--- config.mk ---
export PLATFORM = sky130hd
export DESIGN_NAME = writeback_queue
export DESIGN_NICKNAME = d
export VERILOG_FILES = /design/src/rtl/pipeline_pkg.sv /design/src/rtl/load_formatter.sv /design/src/rtl/writeback_queue.sv
export SDC_FILE = /design/constraint.sdc
export NUM_CORES = 1
export LEC_CHECK = 0
export ABC_AREA = 1
export CORE_ASPECT_RATIO = 1.25
export CORE_MARGIN = 1.5
export CORE_UTILIZATION = 42
export DETAILED_ROUTE_END_ITERATION = 10
export GPL_TIMING_DRIVEN = 0
export PLACE_DENSITY_LB_ADDON = 0.12
export REMOVE_ABC_BUFFERS = 1
export SLEW_MARGIN = 5
export SYNTH_ARGS = -nofsm -noshare
export SYNTH_HDL_FRONTEND = slang
export SYNTH_HIERARCHICAL = 1
export SYNTH_SLANG_ARGS = --single-unit
--- constraint.sdc ---
create_clock -name clk -period 6.4 [get_ports clk]
set_input_delay 0.64 -clock clk [delete_from_list [all_inputs] [get_ports clk]]
set_output_delay 0.64 -clock clk [all_outputs]
set_load 0.03 [all_outputs]
--- src/rtl/pipeline_pkg.sv ---
// Shared pipeline types: load funct3 encodings and the default-width writeback entry layout.
package pipeline_pkg;

  localparam int unsigned WB_DATA_WIDTH = 32;
  localparam int unsigned WB_ADDR_WIDTH = 32;
  localparam int unsigned WB_REG_W      = 5;

  typedef enum logic [2:0] {
    LB  = 3'b000,
    LH  = 3'b001,
    LW  = 3'b010,
    LBU = 3'b100,
    LHU = 3'b101
  } load_funct3_e;

  typedef struct packed {
    logic [WB_ADDR_WIDTH-1:0] pc;
    logic [WB_REG_W-1:0]      rd;
    logic                     we;
    logic [WB_DATA_WIDTH-1:0] data;
  } writeback_entry_t;

endpackage

--- src/rtl/load_formatter.sv ---
// Combinational load-result formatter: picks the byte/half lane from a raw memory word and
// sign- or zero-extends it. Non-loads and unknown funct3 values pass through unchanged.
module load_formatter
  import pipeline_pkg::*;
#(
  parameter int unsigned DATA_WIDTH = 32
) (
  input  logic [DATA_WIDTH-1:0] raw_i,
  input  logic                  is_load_i,
  input  logic [2:0]            funct3_i,
  input  logic [1:0]            byte_offset_i,
  output logic [DATA_WIDTH-1:0] data_o
);

  logic [7:0]  byte_sel;
  logic [15:0] half_sel;

  // Lanes are taken from the low 32-bit word regardless of DATA_WIDTH.
  assign byte_sel = raw_i[{byte_offset_i, 3'b000} +: 8];
  assign half_sel = raw_i[{byte_offset_i[1], 4'b0000} +: 16];

  always_comb begin
    data_o = raw_i;
    if (is_load_i) begin
      case (load_funct3_e'(funct3_i))
        LB:      data_o = {{(DATA_WIDTH-8){byte_sel[7]}}, byte_sel};
        LBU:     data_o = {{(DATA_WIDTH-8){1'b0}}, byte_sel};
        LH:      data_o = {{(DATA_WIDTH-16){half_sel[15]}}, half_sel};
        LHU:     data_o = {{(DATA_WIDTH-16){1'b0}}, half_sel};
        default: data_o = raw_i;
      endcase
    end
  end

endmodule

--- src/rtl/writeback_queue.sv ---
// In-order writeback retire queue with load formatting at push, x0 write suppression and a
// 64-bit retired counter. Define WRITEBACK_BYPASS_EN to add the youngest-match bypass lookup.
module writeback_queue
  import pipeline_pkg::*;
#(
  parameter int unsigned DATA_WIDTH    = 32,
  parameter int unsigned ADDR_WIDTH    = 32,
  parameter int unsigned NUM_REGISTERS = 32,
  parameter int unsigned DEPTH         = 2,
  localparam int unsigned REG_W        = $clog2(NUM_REGISTERS)
) (
  input  logic                  clk,
  input  logic                  rst,
  input  logic                  prev_done,
  output logic                  stall_prev,
  output logic                  done_next,
  input  logic                  next_stall,
  input  logic [ADDR_WIDTH-1:0] program_count_in,
  input  logic                  is_load_in,
  input  logic [2:0]            load_funct3_in,
  input  logic [1:0]            byte_offset_in,
  input  logic [REG_W-1:0]      write_register_in,
  input  logic                  write_register_valid_in,
  input  logic [DATA_WIDTH-1:0] result_data_in,
  output logic [ADDR_WIDTH-1:0] program_count_out,
  output logic [REG_W-1:0]      write_register,
  output logic [DATA_WIDTH-1:0] write_data,
  output logic                  write_activate,
`ifdef WRITEBACK_BYPASS_EN
  input  logic [REG_W-1:0]      bypass_register,
  output logic                  bypass_hit,
  output logic [DATA_WIDTH-1:0] bypass_data,
`endif
  output logic [63:0]           retired_count
);

  localparam int unsigned PTR_W = (DEPTH > 1) ? $clog2(DEPTH) : 1;
  localparam int unsigned CNT_W = $clog2(DEPTH) + 1;

  typedef struct packed {
    logic [ADDR_WIDTH-1:0] pc;
    logic [REG_W-1:0]      rd;
    logic                  we;
    logic [DATA_WIDTH-1:0] data;
  } entry_t;

  entry_t                mem_q [DEPTH];
  entry_t                new_entry;
  entry_t                head;
  logic [DATA_WIDTH-1:0] fmt_data;
  logic [PTR_W-1:0]      wr_ptr_q, wr_ptr_d;
  logic [PTR_W-1:0]      rd_ptr_q, rd_ptr_d;
  logic [CNT_W-1:0]      count_q, count_d;
  logic [63:0]           retired_q, retired_d;
  logic                  full, empty, push, pop;

  function automatic logic [PTR_W-1:0] ptr_inc(input logic [PTR_W-1:0] p);
    return (p == PTR_W'(DEPTH - 1)) ? '0 : p + 1'b1;
  endfunction

  load_formatter #(
    .DATA_WIDTH(DATA_WIDTH)
  ) u_load_formatter (
    .raw_i        (result_data_in),
    .is_load_i    (is_load_in),
    .funct3_i     (load_funct3_in),
    .byte_offset_i(byte_offset_in),
    .data_o       (fmt_data)
  );

  assign full  = (count_q == CNT_W'(DEPTH));
  assign empty = (count_q == '0);

  // A full queue still accepts when the head leaves in the same cycle.
  assign done_next  = !rst && !empty;
  assign pop        = done_next && !next_stall;
  assign stall_prev = rst || (full && !pop);
  assign push       = prev_done && !stall_prev;

  always_comb begin
    new_entry      = '0;
    new_entry.pc   = program_count_in;
    new_entry.rd   = write_register_in;
    new_entry.we   = write_register_valid_in && (write_register_in != '0);
    new_entry.data = fmt_data;
  end

  assign head              = mem_q[rd_ptr_q];
  assign program_count_out = head.pc;
  assign write_register    = head.rd;
  assign write_data        = head.data;
  assign write_activate    = pop && head.we;
  assign retired_count     = retired_q;

  always_comb begin
    wr_ptr_d  = push ? ptr_inc(wr_ptr_q) : wr_ptr_q;
    rd_ptr_d  = pop  ? ptr_inc(rd_ptr_q) : rd_ptr_q;
    retired_d = pop  ? retired_q + 64'd1 : retired_q;
    count_d   = count_q;
    case ({push, pop})
      2'b10:   count_d = count_q + 1'b1;
      2'b01:   count_d = count_q - 1'b1;
      default: count_d = count_q;
    endcase
  end

  always_ff @(posedge clk or posedge rst) begin
    if (rst) begin
      wr_ptr_q  <= '0;
      rd_ptr_q  <= '0;
      count_q   <= '0;
      retired_q <= '0;
    end else begin
      wr_ptr_q  <= wr_ptr_d;
      rd_ptr_q  <= rd_ptr_d;
      count_q   <= count_d;
      retired_q <= retired_d;
    end
  end

  // Entry storage is deliberately not reset; occupancy is tracked by count_q alone.
  always_ff @(posedge clk) begin
    if (push) begin
      mem_q[wr_ptr_q] <= new_entry;
    end
  end

`ifdef WRITEBACK_BYPASS_EN
  logic [PTR_W-1:0] scan_idx;

  // Walk oldest to youngest so the last match (closest to tail) wins.
  always_comb begin
    bypass_hit  = 1'b0;
    bypass_data = '0;
    scan_idx    = '0;
    for (int unsigned i = 0; i < DEPTH; i++) begin
      scan_idx = PTR_W'((32'(rd_ptr_q) + i) % DEPTH);
      if ((i < 32'(count_q)) && mem_q[scan_idx].we &&
          (mem_q[scan_idx].rd == bypass_register)) begin
        bypass_hit  = 1'b1;
        bypass_data = mem_q[scan_idx].data;
      end
    end
  end
`endif

endmodule

==> results_dict.tcl <==
set metrics [dict create \
    route.final.wire_length_um 26270 \
    chipWidth_um 142.0 \
    postSynthRegisterBits 208 \
    cts_resized 0 \
    leakage_nw 5.580 \
    area_delta_synth_final_pct 32.68 \
    die_area_mm2 0.02511 \
    wirelength_met1_um 10860 \
    critical_path.max_stage_delay_ps 720 \
    worstSetupPathType "primary input to output port" \
    worst-r2r-cell-count 6 \
    worstPathRequired_ps 5760 \
    critPathMaxFanout 39 \
    route.detailed.drc 0 \
    drt_first_iter_violations 429 \
    grt_setup_unrepaired "no" \
    grt_antenna_before_repair 0 \
    ant_nets 0 \
    worst_slew_pin_slew_ps 854.9 \
    finalHoldWorstSlack_ps 514.6 \
    avgViaCountPerCell 4.842 \
    crit_family "buffers and inverters" \
    cts_tree "done" \
    global_route.overflow_total 0 \
    hold_path.class "register to register" \
    worst_setup_path_start_kind "primary input" \
    layout-drive-gt1-share_pct 7.019 \
    routedWlPerCell_um 15.39 \
    final.setup_skew_ps 12.48 \
    synth_top_area_share_pct 41.42 \
    dr_wl_met2_um 13290 \
    cts_root_buffer "clkbuf_16" \
    synthCells 1146 \
    outcome "finished clean" \
    nNetsFinal 1448 \
    n_antenna_cell 0 \
    critical_path.n_buffers_inverters 4 \
    seq_area_frac_synth_pct 58.19 \
    worst_setup_hold_path_clk_slew_ps 60 \
    peakVddDrop_mv 0.1573 \
    ctsHtreeMaxLevel 1 \
    power_mw 4.521 \
    die_h_um 176.8 \
    ios 216 \
    worst-endpoint-arrival_ps 3130 \
    power_per_cell_area_mw_per_mm2 335.7 \
    cts.repair_timing.setup_buffer_count 0 \
    critical_path.cell_chain "clkdlybuf4s50_1, inv_4, buf_12, nand3_4, a21oi_1, clkdlybuf4s50_1" \
    cp.depth 6 \
    timing_max_transition_violations_final 0 \
    drt_pass1_iterations 5 \
    yosysUniqueCellTypes 32 \
    grt_pass1_vias 7873 \
    grt_pass1_wl_um 40880 \
    critPathCaptureType "output port" \
    highest-signal-layer "met4" \
    numCtsBuffers 22 \
    cts_max_path_buffers 3 \
    synth_largest_area_cell "edfxtp_1" \
    synth.area.top_cells "edfxtp_1, nand2_1, dfrtp_1" \
    holdBufCountCts 0 \
    hold-path-cell-count 2 \
    finalWeightedCongestion 0.9007 \
    largest_net_degree_at_the_start_of_global_routing 72 \
    timing.final.setup_violations 0 \
    grt_use_total_pct 20.85 \
    crit_slowest_cell "clkdlybuf4s50_1" \
    period_share_pct 58.97 \
    timing.max_slew.rel_slack_pct 43.00 \
    yosys_warnings 6 \
    rows 63 \
    drv.max_cap_violation_count 0 \
    cts.sinks 208 \
    place.detailed.hpwl_um 18440 \
    core-area_mm2 0.02373 \
    port_buffers 215 \
    vias 8265 \
    met3WireLength_um 1407 \
    mean_area_per_synthesized_cell_um2 8.857 \
    timing.final.hold_violations 0 \
    netlist_area_mm2 0.01015 \
    cell_occurring_most_often_along_the_worst_timing_path "clkdlybuf4s50_1" \
    final_period_minus_worst_setup_slack_ps 3774 \
    clk_latency_ps 500 \
    achievable-frequency_mhz 264.9 \
    floorplan.initialDensity_pct 42.78 \
]
## cell usage in the layout, fill, tap and decap left out, types with 2 or more instances in the layout
cell	Yosys	routed
nand2_1	474	474
clkdlybuf4s50_1	0	215
edfxtp_1	140	140
nor2_1	125	123
inv_1	102	101
dfrtp_1	68	67
nand3_1	45	45
xor2_1	25	25
clkbuf_16	0	23
nand4_1	20	20
nor2_2	15	15
a21oi_1	13	13
xnor2_1	13	13
nor2_4	10	12
o21ai_0	11	11
nand3b_1	10	10
nor3_1	10	10
nand2_2	8	8
o21bai_1	7	7
nand3_4	5	5
inv_2	6	5
clkinv_2	0	5
buf_12	0	5
clkbuf_1	16	4
nand3_2	3	3
nor3_2	3	3
bufinv_16	0	3
inv_4	0	2
o21ai_1	2	2
ha_1	2	2
## cell families after synthesis
logic type	after synthesis	share of synthesized area, %
AND/OR/NAND/NOR	731	31.15
buffers and inverters	132	5.190
AO/OA/AOI/OAI	35	1.948
XOR/XNOR	38	3.279
adder cells (fa/ha/maj)	2	0.2465
flip-flops	208	58.19
## sequential cells by signal, indices dropped and copies added, names as in the netlist
name / flops
wr_ptr_q: 1
rd_ptr_q: 1
retired_count: 64
count_q: 2
mem_q: 140
## metrics by stage
| stage | worst slack [ps] | cells | util, % | area, µm² | setup TNS (ps) |
|---|---|---|---|---|---|
| 2_1_floorplan | 307.6 | 1122 | - | 10030 | 0 |
| 3_3_place_gp | -3183 | 1662 | 53.05 | 12590 | -443880 |
| 3_5_place_dp | 2557 | 1667 | 53.57 | 12710 | 0 |
| 4_1_cts | 2557 | 1707 | 56.76 | 13470 | 0 |
| 5_1_grt | 2447 | 1707 | 56.76 | 13470 | 0 |
| 6_report | 2626 | 1707 | 56.76 | 13470 | 0 |
## layer usage
layer	vias up	GRT usage [%]
li1	4108	-
met1	3882	25.96
met2	226	37.11
met3	49	2.841
met4	0	7.088
met5	-	0
## synthesized netlist by cell type
master	instances
inv_2	6
ha_1	2
nand3_1	45
nor2_4	10
nor2_1	125
nand3_2	3
o21ai_0	11
nand2_4	1
dfrtp_1	68
o21bai_1	7
edfxtp_1	140
or2_2	1
buf_4	1
nand3b_1	10
buf_2	4
nor2_2	15
clkbuf_1	16
inv_1	102
buf_6	3
nor3_4	1
o21ai_1	2
nor3_2	3
nand2_2	8
nand2_1	474
nand3_4	5
nor3_1	10
a31oi_1	1
nand4_1	20
a21oi_1	13
xnor2_1	13
xor2_1	25
o41ai_1	1
## area by class of cell
| cell class | instances | area (µm²) |
|---|---|---|
| inverter | 108 | 410.4 |
| sequential | 208 | 5909 |
| tap | 325 | 406.6 |
| multi-input combinational | 806 | 3732 |
| timing repair buffer | 220 | 2252 |
| clock inverter | 12 | 151.4 |
| fill | 2142 | 10260 |
| clock buffer | 28 | 604.3 |
## tightest hold or removal path: stages, from the launching register on
cell	delay [ps]
dfrtp_1	360
o21ai_1	70
nand2_1	50
## path summary, 6_finish.rpt
check                      slack [ps]                 to               from
max reg2reg                      4080       mem_q[1][43]         count_q[0]
max                              2630     write_activate                rst
max in group asynchronous        5180  retired_count[48]                rst
min in group asynchronous         640         count_q[0]                rst
min                               510  retired_count[62]  retired_count[62]
min reg2reg                       510  retired_count[62]  retired_count[62]
## where the power goes
part,total (mW),internal (mW),switching (mW)
sequential,1.72,1.59,0.131
clock,1.32,0.794,0.523
combinational,1.48,0.559,0.923
Note: power is estimated with default switching activity, not from simulation.
